[config.mk]
export PLATFORM = sky130hd
export DESIGN_NAME = alu_iter
export DESIGN_NICKNAME = d
export VERILOG_FILES = /design/src/rtl/alu_iter.sv
export SDC_FILE = /design/constraint.sdc
export NUM_CORES = 1
export LEC_CHECK = 0
export BUFFER_PORTS_ARGS = -buffer_cell sky130_fd_sc_hd__buf_4
export CAP_MARGIN = 40
export CORE_ASPECT_RATIO = 1.4
export CORE_MARGIN = 8
export CORE_UTILIZATION = 47
export DETAILED_ROUTE_END_ITERATION = 10
export HOLD_SLACK_MARGIN = 0.05
export PLACE_DENSITY = 0.72
export SYNTH_ARGS = -nofsm -noshare
export SYNTH_HDL_FRONTEND = slang
export SYNTH_SLANG_ARGS = --single-unit
[constraint.sdc]
create_clock -name clk -period 3.1 [get_ports clk]
set_clock_uncertainty 0.2 [all_clocks]
set_input_delay 0.62 -clock clk [delete_from_list [all_inputs] [get_ports clk]]
set_output_delay 0.62 -clock clk [all_outputs]
set_load 0.01 [all_outputs]
[src/rtl/alu_iter.sv]
// Iterative ALU: single-cycle arithmetic/logic ops and bit-serial shifts/rotates.
// Optional nibble-wise BCD for ADC/SBC when ALU_DECIMAL_MODE_EN is defined.
module alu_iter #(
    parameter int WIDTH = 8
) (
    input  logic             clk,
    input  logic             rst,
    input  logic             start,
    input  logic [3:0]       op,
    input  logic [WIDTH-1:0] accumulator,
    input  logic [WIDTH-1:0] operand_2,
    input  logic [7:0]       status,
    output logic [WIDTH-1:0] result,
    output logic [7:0]       status_out,
    output logic             busy,
    output logic             done,
    output logic [1:0]       state_dbg
);

    // Handshake: start is accepted on a rising edge whenever busy=0 (including
    // the cycle in which done=1); done pulses once per accepted start.

    localparam logic [3:0] OP_ADC = 4'd0;
    localparam logic [3:0] OP_SBC = 4'd1;
    localparam logic [3:0] OP_AND = 4'd2;
    localparam logic [3:0] OP_ORA = 4'd3;
    localparam logic [3:0] OP_EOR = 4'd4;
    localparam logic [3:0] OP_ASL = 4'd5;
    localparam logic [3:0] OP_LSR = 4'd6;
    localparam logic [3:0] OP_ROL = 4'd7;
    localparam logic [3:0] OP_ROR = 4'd8;
    localparam logic [3:0] OP_INC = 4'd9;
    localparam logic [3:0] OP_DEC = 4'd10;
    localparam logic [3:0] OP_CMP = 4'd11;
    localparam logic [3:0] OP_BIT = 4'd12;

    localparam int F_N = 7;
    localparam int F_V = 6;
    localparam int F_Z = 1;
    localparam int F_C = 0;

    localparam logic [WIDTH-1:0] CNT_ONE = WIDTH'(1);
    localparam logic [WIDTH-1:0] N_MAX   = WIDTH'(WIDTH + 1);

    typedef enum logic [1:0] {
        IDLE  = 2'd0,
        EXEC  = 2'd1,
        SHIFT = 2'd2
    } state_t;

    state_t state, state_nx;

    logic [3:0]       sh_op;
    logic [WIDTH-1:0] sreg;
    logic             sh_c;
    logic [WIDTH-1:0] cnt;
    logic [7:0]       st_q;

    logic             is_shift;
    logic [WIDTH-1:0] n_sh;
    logic             accept;
    logic             start_shift;

    logic [WIDTH-1:0] b_eff;
    logic [WIDTH:0]   sum;
    logic [WIDTH:0]   diff;
    logic             v_bin;
    logic [WIDTH-1:0] ar_res;
    logic             ar_c;
    logic [WIDTH-1:0] imm_res;
    logic [7:0]       imm_st;

    logic [WIDTH-1:0] sh_next;
    logic             sh_out;
    logic [7:0]       fin_st;

    assign is_shift    = (op >= OP_ASL) && (op <= OP_ROR);
    assign n_sh        = (operand_2 > N_MAX) ? N_MAX : operand_2;
    assign busy        = (state == SHIFT);
    assign accept      = start && !busy;
    assign start_shift = is_shift && (n_sh != '0);
    assign state_dbg   = state;

    // Binary add path shared by ADC and SBC (SBC adds the inverted operand).
    assign b_eff = (op == OP_SBC) ? ~operand_2 : operand_2;
    assign sum   = {1'b0, accumulator} + {1'b0, b_eff} + {{WIDTH{1'b0}}, status[F_C]};
    assign diff  = {1'b0, accumulator} - {1'b0, operand_2};
    assign v_bin = (accumulator[WIDTH-1] == b_eff[WIDTH-1]) &&
                   (sum[WIDTH-1] != accumulator[WIDTH-1]);

`ifdef ALU_DECIMAL_MODE_EN
    logic [WIDTH-1:0] bcd_res;
    logic             bcd_c;

    // Digit-serial BCD; for SBC the running carry is a borrow.
    always_comb begin
        logic       cy;
        logic [4:0] t;
        bcd_res = '0;
        t       = '0;
        cy      = (op == OP_SBC) ? ~status[F_C] : status[F_C];
        for (int i = 0; i < WIDTH / 4; i++) begin
            if (op == OP_SBC) begin
                t = {1'b0, accumulator[4*i +: 4]} - {1'b0, operand_2[4*i +: 4]} - {4'b0, cy};
                if (t[4]) begin
                    t  = t - 5'd6;
                    cy = 1'b1;
                end else begin
                    cy = 1'b0;
                end
            end else begin
                t = {1'b0, accumulator[4*i +: 4]} + {1'b0, operand_2[4*i +: 4]} + {4'b0, cy};
                if (t > 5'd9) begin
                    t  = t + 5'd6;
                    cy = 1'b1;
                end else begin
                    cy = 1'b0;
                end
            end
            bcd_res[4*i +: 4] = t[3:0];
        end
        bcd_c = (op == OP_SBC) ? ~cy : cy;
    end

    assign ar_res = status[3] ? bcd_res : sum[WIDTH-1:0];
    assign ar_c   = status[3] ? bcd_c   : sum[WIDTH];
`else
    assign ar_res = sum[WIDTH-1:0];
    assign ar_c   = sum[WIDTH];
`endif

    // Results of every op that completes without iterating.
    always_comb begin
        imm_res = accumulator;
        imm_st  = status;
        case (op)
            OP_ADC, OP_SBC: begin
                imm_res     = ar_res;
                imm_st[F_C] = ar_c;
                imm_st[F_V] = v_bin;
                imm_st[F_N] = ar_res[WIDTH-1];
                imm_st[F_Z] = (ar_res == '0);
            end
            OP_AND, OP_ORA, OP_EOR, OP_INC, OP_DEC: begin
                case (op)
                    OP_AND:  imm_res = accumulator & operand_2;
                    OP_ORA:  imm_res = accumulator | operand_2;
                    OP_EOR:  imm_res = accumulator ^ operand_2;
                    OP_INC:  imm_res = accumulator + CNT_ONE;
                    default: imm_res = accumulator - CNT_ONE;
                endcase
                imm_st[F_N] = imm_res[WIDTH-1];
                imm_st[F_Z] = (imm_res == '0);
            end
            OP_ASL, OP_LSR, OP_ROL, OP_ROR: begin
                imm_st[F_N] = accumulator[WIDTH-1];
                imm_st[F_Z] = (accumulator == '0);
            end
            OP_CMP: begin
                imm_st[F_C] = ~diff[WIDTH];
                imm_st[F_N] = diff[WIDTH-1];
                imm_st[F_Z] = (diff[WIDTH-1:0] == '0);
            end
            OP_BIT: begin
                imm_st[F_Z] = ((accumulator & operand_2) == '0);
                imm_st[F_N] = operand_2[WIDTH-1];
                imm_st[F_V] = operand_2[WIDTH-2];
            end
            default: begin
                imm_res = accumulator;
                imm_st  = status;
            end
        endcase
    end

    // One bit position per cycle; rotates go through the latched carry.
    always_comb begin
        sh_next = sreg;
        sh_out  = sh_c;
        case (sh_op)
            OP_ASL: begin
                sh_next = {sreg[WIDTH-2:0], 1'b0};
                sh_out  = sreg[WIDTH-1];
            end
            OP_LSR: begin
                sh_next = {1'b0, sreg[WIDTH-1:1]};
                sh_out  = sreg[0];
            end
            OP_ROL: begin
                sh_next = {sreg[WIDTH-2:0], sh_c};
                sh_out  = sreg[WIDTH-1];
            end
            default: begin
                sh_next = {sh_c, sreg[WIDTH-1:1]};
                sh_out  = sreg[0];
            end
        endcase
        fin_st      = st_q;
        fin_st[F_C] = sh_out;
        fin_st[F_N] = sh_next[WIDTH-1];
        fin_st[F_Z] = (sh_next == '0);
    end

    always_comb begin
        state_nx = state;
        case (state)
            IDLE, EXEC: begin
                if (accept) state_nx = start_shift ? SHIFT : EXEC;
                else        state_nx = IDLE;
            end
            SHIFT: begin
                if (cnt == CNT_ONE) state_nx = IDLE;
            end
            default: state_nx = IDLE;
        endcase
    end

    always_ff @(posedge clk or negedge rst) begin
        if (!rst) state <= IDLE;
        else      state <= state_nx;
    end

    always_ff @(posedge clk or negedge rst) begin
        if (!rst) begin
            result     <= '0;
            status_out <= '0;
            done       <= 1'b0;
            sh_op      <= '0;
            sreg       <= '0;
            sh_c       <= 1'b0;
            cnt        <= '0;
            st_q       <= '0;
        end else begin
            done <= 1'b0;
            if (accept) begin
                if (start_shift) begin
                    sh_op <= op;
                    sreg  <= accumulator;
                    sh_c  <= status[F_C];
                    cnt   <= n_sh;
                    st_q  <= status;
                end else begin
                    result     <= imm_res;
                    status_out <= imm_st;
                    done       <= 1'b1;
                end
            end else if (state == SHIFT) begin
                sreg <= sh_next;
                sh_c <= sh_out;
                cnt  <= cnt - CNT_ONE;
                // Only the final shift value reaches the result register.
                if (cnt == CNT_ONE) begin
                    result     <= sh_next;
                    status_out <= fin_st;
                    done       <= 1'b1;
                end
            end
        end
    end

endmodule
==> results.py, run 1 <==
metrics = {
    "run_status": {
        "status": "finished clean",
    },
    "worst_setup_path": {
        "crit_path_max_fanout": 3,
        "worstPathRequired_ns": 3.09,
        "endpoint_kind": "flop",
        "path_cells": "buf_8 -> nor3_4 -> and2_4 -> xnor2_2 -> fa_2 -> inv_2 -> fa_2 -> a211oi_2 -> o21bai_1 -> a21oi_2 -> xnor2_1 -> a221oi_1 -> o21ai_1 -> a22o_1",
        "crit_path_frequent_cell": "fa_2",
        "worstPathArrival_ns": 3.04,
        "max_stage_delay_ns": 0.34,
        "setup.worst_path.start_class": "primary input",
        "critical_path_class": "in -> reg",
        "crit_path_top_delay_cell": "fa_2",
        "r2r_slack_ns": 0.80,
    },
    "floorplanning": {
        "initial_core_util_pct": 47.8,
        "coreArea_um2": 8870,
        "die_area_um2": 12400,
        "pin_count": 51,
        "dieHeight_um": 128,
        "rows": 41,
        "die_w_um": 96.3,
    },
    "sta": {
        "slew_headroom_pct": 62.0,
        "max_slew.worst_pin.slew_ns": 0.571,
        "final-hold-violation-count": 0,
        "worst_slack_ns": 0.0489,
        "max_freq_ghz": 0.328,
        "finalSetupViolCount": 0,
        "maxSlewViolCount": 0,
        "period_minus_slack_ns": 3.05,
        "tns_ns": 0,
        "period_share_pct": 98.4,
        "rsz0062_at_grt": "yes",
    },
    "clock_network": {
        "cts.path.max_buffers": 2,
        "clock_latency_ns": 0.29,
        "cts_tree": "done",
        "clkTransAtPathRegs_ns": 0.06,
        "clock-sinks": 45,
        "cts_buffers": 5,
        "htree_levels": 2,
        "cts_root_buffer": "clkbuf_16",
    },
    "logic_synthesis": {
        "synth-async-reset-ratio_pct": 100,
        "synth_compound_area_share_pct": 24.9,
        "yosysTopAreaCell": "dfrtp_1",
        "synthesis.nets": 601,
        "synthSimpleGateAreaFrac_pct": 20.4,
        "synth.top_cells.by_count": "nand2_1 (61), dfrtp_1 (45), o21ai_0 (44)",
        "synth_top_area_share_pct": 26.6,
        "synth_top_family_by_area": "compound AO/OA/AOI/OAI gates",
        "synth.distinct_cells": 69,
        "synth-seq-cells": 45,
        "ys_warn_count": 0,
        "synth_ff_type": "dfrtp_1",
        "synth_most_common_cell": "nand2_1",
        "synth_xor_area_share_pct": 5.78,
        "yosys.area_share.adder_pct": 13.7,
        "syn_avg_cell_area_um2": 8.06,
        "syn_inst": 526,
        "synth_edf_count": 0,
        "ys_top_cells_by_area": "dfrtp_1 (27%), ha_1 (12%), nand2_1 (5.4%)",
        "synth_mux_area_share_pct": 2.95,
        "synth-seq-area-share_pct": 26.6,
        "syn_area_um2": 4240,
    },
    "job": {
        "cap_violations": 0,
    },
    "detailed_routing": {
        "wire_per_inst_um": 19.1,
        "dr.pass1.iters": 6,
        "ant_nets": 0,
        "routed.top_layer": "met4",
        "wl_met3_um": 766,
        "routed_wirelength_mm": 14.1,
        "first_iter_violations": 277,
        "route.met2.wl_mm": 7.41,
        "drc": 0,
        "wl_met1_mm": 5.17,
        "viasPerCell": 5.99,
        "vias": 4435,
    },
    "place": {
        "gp_congestion": 1.00,
        "port_buffers": 50,
        "placed_cell_area_um2": 5190,
        "place_hpwl_mm": 11.4,
        "dp_slack_ns": -0.338,
    },
    "global_routing": {
        "grt.total_usage_pct": 23.2,
        "grt_pass1_vias": 4377,
        "grt_max_degree": 46,
        "antenna_found_initial": 0,
        "grt_pass1_wl_mm": 22.1,
        "gr-total-overflow": 0,
    },
    "power_and_ir_drop": {
        "p_leak_nw": 2.52,
        "powerDensity_nw_per_um2": 593,
        "peakVddDrop_mv": 0.614,
        "total_power_w": 0.00323,
    },
    "final_layout": {
        "n_antenna_cell": 0,
        "stdcell_area_um2": 5440,
        "layout-drive-gt1-share_pct": 25.9,
        "final_nets": 707,
        "syn2layout_area_growth_pct": 28.4,
    },
    "min_path": {
        "hold_class": "in -> async",
    },
}
-- final timing paths --
path / cells past startpoint / endpoint / startpoint
max: 14 / result[6] / op[1]
min: 1 / cnt[5] / rst
max reg2reg: 8 / status_out[1] / state_dbg[1]
min reg2reg: 2 / st_q[4] / st_q[4]
max in group asynchronous: 1 / sreg[3] / rst
min in group clk: 2 / st_q[4] / st_q[4]
-- stage by stage --
stage	cells	hold WS, ns	util [%]
6_report	740	0.123	61.3
5_1_grt	740	0.168	61.3
4_1_cts	738	0.144	60.6
3_5_place_dp	730	0.272	58.5
3_3_place_gp	730	0.253	58.5
2_1_floorplan	526	0.124	-
-- state kept, by name, summed over array words and instances (netlist names) --
name	flops
cnt	8
done	1
result	8
sh_c	1
sh_op	4
sreg	8
st_q	5
state_dbg	2
status_out	8
-- per-layer routing --
| layer | up-vias | track usage (%) |
|---|---|---|
| li1 | 2099 | - |
| met1 | 2111 | 24.7 |
| met2 | 169 | 41.7 |
| met3 | 56 | 2.97 |
| met4 | 0 | 13.9 |
| met5 | - | 0 |
-- kinds of logic after synthesis --
family                   count (synthesis)
AND/OR/NAND/NOR                        176
buffers and inverters                   59
flip-flops                              45
AO/OA/AOI/OAI                          162
XOR/XNOR                                28
adder cells (fa/ha/maj)                 44
multiplexers                            12
-- cell type report --
class,count,area [um^2]
clock buffers,7,143
clock inverters,1,30.0
fillers,790,3430
inverters,37,139
multi-input cells,422,2950
flip-flops and latches,45,1130
well taps,107,134
repair buffers,121,920
-- report_power, final --
group	switching, W	internal [W]
clock network	0.000227	0.000403
logic	0.000829	0.000705
registers	0.000210	0.000852
total	0.00127	0.00196
-- critical path: cells and delay by family --
kind                       cells  cell delay (ns)
AOI/OAI and AO/OA              6             1.02
adders and majority gates      2             0.59
and+or+nand+nor                2             0.44
xor gates and xnor gates       2             0.21
buffers and inverters          2             0.15
-- layout by cell type (no fill, tap or decap), types with 10 or more instances in the layout --
cell type / count
nand2_1: 61
ha_1: 40
a21oi_1: 32
nand3_1: 10
buf_4: 119
xnor2_1: 22
inv_1: 33
nor2_1: 39
nor3_1: 10
dfrtp_1: 45
o21ai_0: 42
-- timing repair --
| item | in CTS | in global routing |
|---|---|---|
| pin swaps | 0 | 8 |
| hold buffers | 0 | 0 |
| endpoints found under the setup margin | 2 | 9 |
| gates resized for setup | 2 | 16 |
| buffers inserted | 0 | 2 |
No activity file was read; power rests on OpenSTA's default activity.
==> run 2: changes to the inputs <==
--- a/config.mk
+++ b/config.mk
@@ -7,12 +7,14 @@
 export LEC_CHECK = 0
 export BUFFER_PORTS_ARGS = -buffer_cell sky130_fd_sc_hd__buf_4
 export CAP_MARGIN = 40
+export CELL_PAD_IN_SITES_DETAIL_PLACEMENT = 1
+export CELL_PAD_IN_SITES_GLOBAL_PLACEMENT = 1
 export CORE_ASPECT_RATIO = 1.4
 export CORE_MARGIN = 8
 export CORE_UTILIZATION = 47
 export DETAILED_ROUTE_END_ITERATION = 10
 export HOLD_SLACK_MARGIN = 0.05
-export PLACE_DENSITY = 0.72
+export PLACE_DENSITY = 0.9
 export SYNTH_ARGS = -nofsm -noshare
 export SYNTH_HDL_FRONTEND = slang
 export SYNTH_SLANG_ARGS = --single-unit
==> run 2 against run 1 <==
The run now ends with setup timing left. Hold slack better by 0.0054 ns. Design area increased by 3.4%. Final cell count increased by 1.1%. Critical path depth fell by 1. Clock power up 12%. Die area stayed put. Highest routed layer unchanged.
==> results.py, run 2 (same netlist as run 1, synthesis figures left out) <==
metrics = {
    "place": {
        "port_buffers": 50,
        "dp_cells": 734,
        "gp_congestion": 1.08,
        "place_hpwl_mm": 13.7,
        "placed_cell_area_um2": 5220,
    },
    "sta": {
        "maxSlewViolCount": 0,
        "rsz0062_at_grt": "yes",
        "period_minus_slack_ns": 3.28,
        "slew_headroom_pct": 44.5,
        "worst_slack_ns": -0.179,
        "finalSetupViolCount": 4,
        "tns_ns": -0.354,
        "max_freq_ghz": 0.305,
        "max_slew.worst_pin.slew_ns": 0.823,
        "period_share_pct": 106,
        "final-hold-violation-count": 0,
    },
    "global_routing": {
        "grt_max_degree": 46,
        "gr-total-overflow": 0,
        "antenna_found_initial": 0,
        "grt_pass1_vias": 5276,
        "grt_pass1_wl_mm": 27.0,
        "grt.total_usage_pct": 28.6,
    },
    "power_and_ir_drop": {
        "powerDensity_nw_per_um2": 621,
        "total_power_w": 0.00349,
        "p_leak_nw": 2.60,
        "peakVddDrop_mv": 0.633,
    },
    "floorplanning": {
        "die_w_um": 96.3,
        "die_area_um2": 12400,
        "rows": 41,
        "dieHeight_um": 128,
        "pin_count": 51,
        "initial_core_util_pct": 47.8,
        "coreArea_um2": 8870,
    },
    "worst_setup_path": {
        "worstPathArrival_ns": 3.30,
        "critical_path.top_delay_family": "simple AND/OR/NAND/NOR gates",
        "critical_path_class": "in -> reg",
        "worstPathRequired_ns": 3.12,
        "crit_path_max_fanout": 6,
        "endpoint_kind": "flop",
        "path_cells": "buf_8 -> nor3_4 -> and2_4 -> buf_4 -> xnor2_1 -> ha_2 -> buf_4 -> o22ai_1 -> xnor2_1 -> nor3_1 -> nand4b_1 -> a31o_1 -> o211ai_1",
        "max_stage_delay_ns": 0.37,
        "path_buf_inv": 3,
        "crit_path_top_delay_cell": "ha_2",
        "setup.worst_path.start_class": "primary input",
    },
    "clock_network": {
        "clkTransAtPathRegs_ns": 0.07,
        "htree_levels": 2,
        "cts_root_buffer": "clkbuf_16",
        "cts_tree": "done",
        "clock_latency_ns": 0.30,
        "cts.path.max_buffers": 2,
        "clock-sinks": 45,
        "cts_buffers": 5,
    },
    "detailed_routing": {
        "wire_per_inst_um": 25.1,
        "first_iter_violations": 311,
        "routed_wirelength_mm": 18.7,
        "dr.pass1.iters": 5,
        "viasPerCell": 6.51,
        "vias": 4867,
        "ant_nets": 0,
        "drc": 0,
    },
    "run_status": {
        "violations": "setup timing",
        "status": "complete, but fails checks",
    },
    "final_layout": {
        "n_antenna_cell": 0,
        "multi_input_area_um2": 3050,
        "syn2layout_area_growth_pct": 32.7,
        "final_nets": 715,
        "register_area_um2": 1130,
        "utilization_pct": 63.4,
        "n_fill_cell": 1069,
        "fin_cells": 748,
        "layout_commonest_cell": "buf_4",
        "stdcell_area_um2": 5630,
        "final_cell_mix": "buf_4 (125), nand2_1 (61), dfrtp_1 (45)",
        "layout-drive-gt1-share_pct": 28.4,
    },
    "job": {
        "cap_violations": 0,
    },
    "min_path": {
        "hold_class": "in -> async",
    },
}
-- run 2: cell count changes in the layout (fill, tap and decap cells not counted), sizes merged --
cell / previous run / this run
buf: 121 / 129
bufinv: 1 / 2
clkbuf: 7 / 5
clkinv: 0 / 1
-- run 2: power breakdown --
part / internal, W / switching (W) / total [W] / leakage [nW]
registers: 0.000852 / 0.000230 / 0.00108 / 0.552
logic: 0.000737 / 0.000971 / 0.00171 / 1.96
clock network: 0.000461 / 0.000242 / 0.000703 / 0.0938
-- run 2: per-layer routing --
layer | global-route usage, % | vias up | routed length (um) | share of wire (%)
met4 | 22.0 | 0 | 1490 | 7.9
met1 | 28.4 | 2395 | 6330 | 34
met5 | 0 | - | 0 | 0
li1 | - | 2113 | - | -
met2 | 51.5 | 254 | 9730 | 52
met3 | 3.85 | 105 | 1200 | 6.4
-- run 2: final cells by class --
class,count,area share (%)
Multi-Input combinational cell,422,54.2
Sequential cell,45,20.0
Timing Repair Buffer,129,17.5
Inverter,37,2.51
Tap cell,107,2.38
Clock buffer,5,2.22
Clock inverter,3,1.16
-- run 2: final timing paths --
path                         startpoint       endpoint  slack (ns)  depth (start not counted)
setup reg to reg           state_dbg[0]  status_out[1]        0.62                          7
setup / recovery                  op[2]  status_out[1]       -0.18                         13
hold reg to reg               result[4]      result[4]        0.30                          1
min in group clk              result[4]      result[4]        0.30                          1
max in group asynchronous           rst      result[1]        2.16                          1
hold / removal                      rst         cnt[0]        0.13                          1
-- run 2: what timing repair did --
item | in CTS | in global routing
pin swaps | 6 | 9
setup buffers | 0 | 6
resized for setup | 14 | 23
hold endpoints to repair | 0 | 0
setup endpoints to repair | 6 | 6
hold buffers | 0 | 0
-- run 2: per-stage QoR --
step,setup WS (ns),hold WS (ns)
global route,-0.250,0.186
CTS,0.00396,0.143
floorplan,-0.267,0.124
global placement,-0.410,0.258
finish,-0.179,0.128
detailed placement,-0.576,0.277
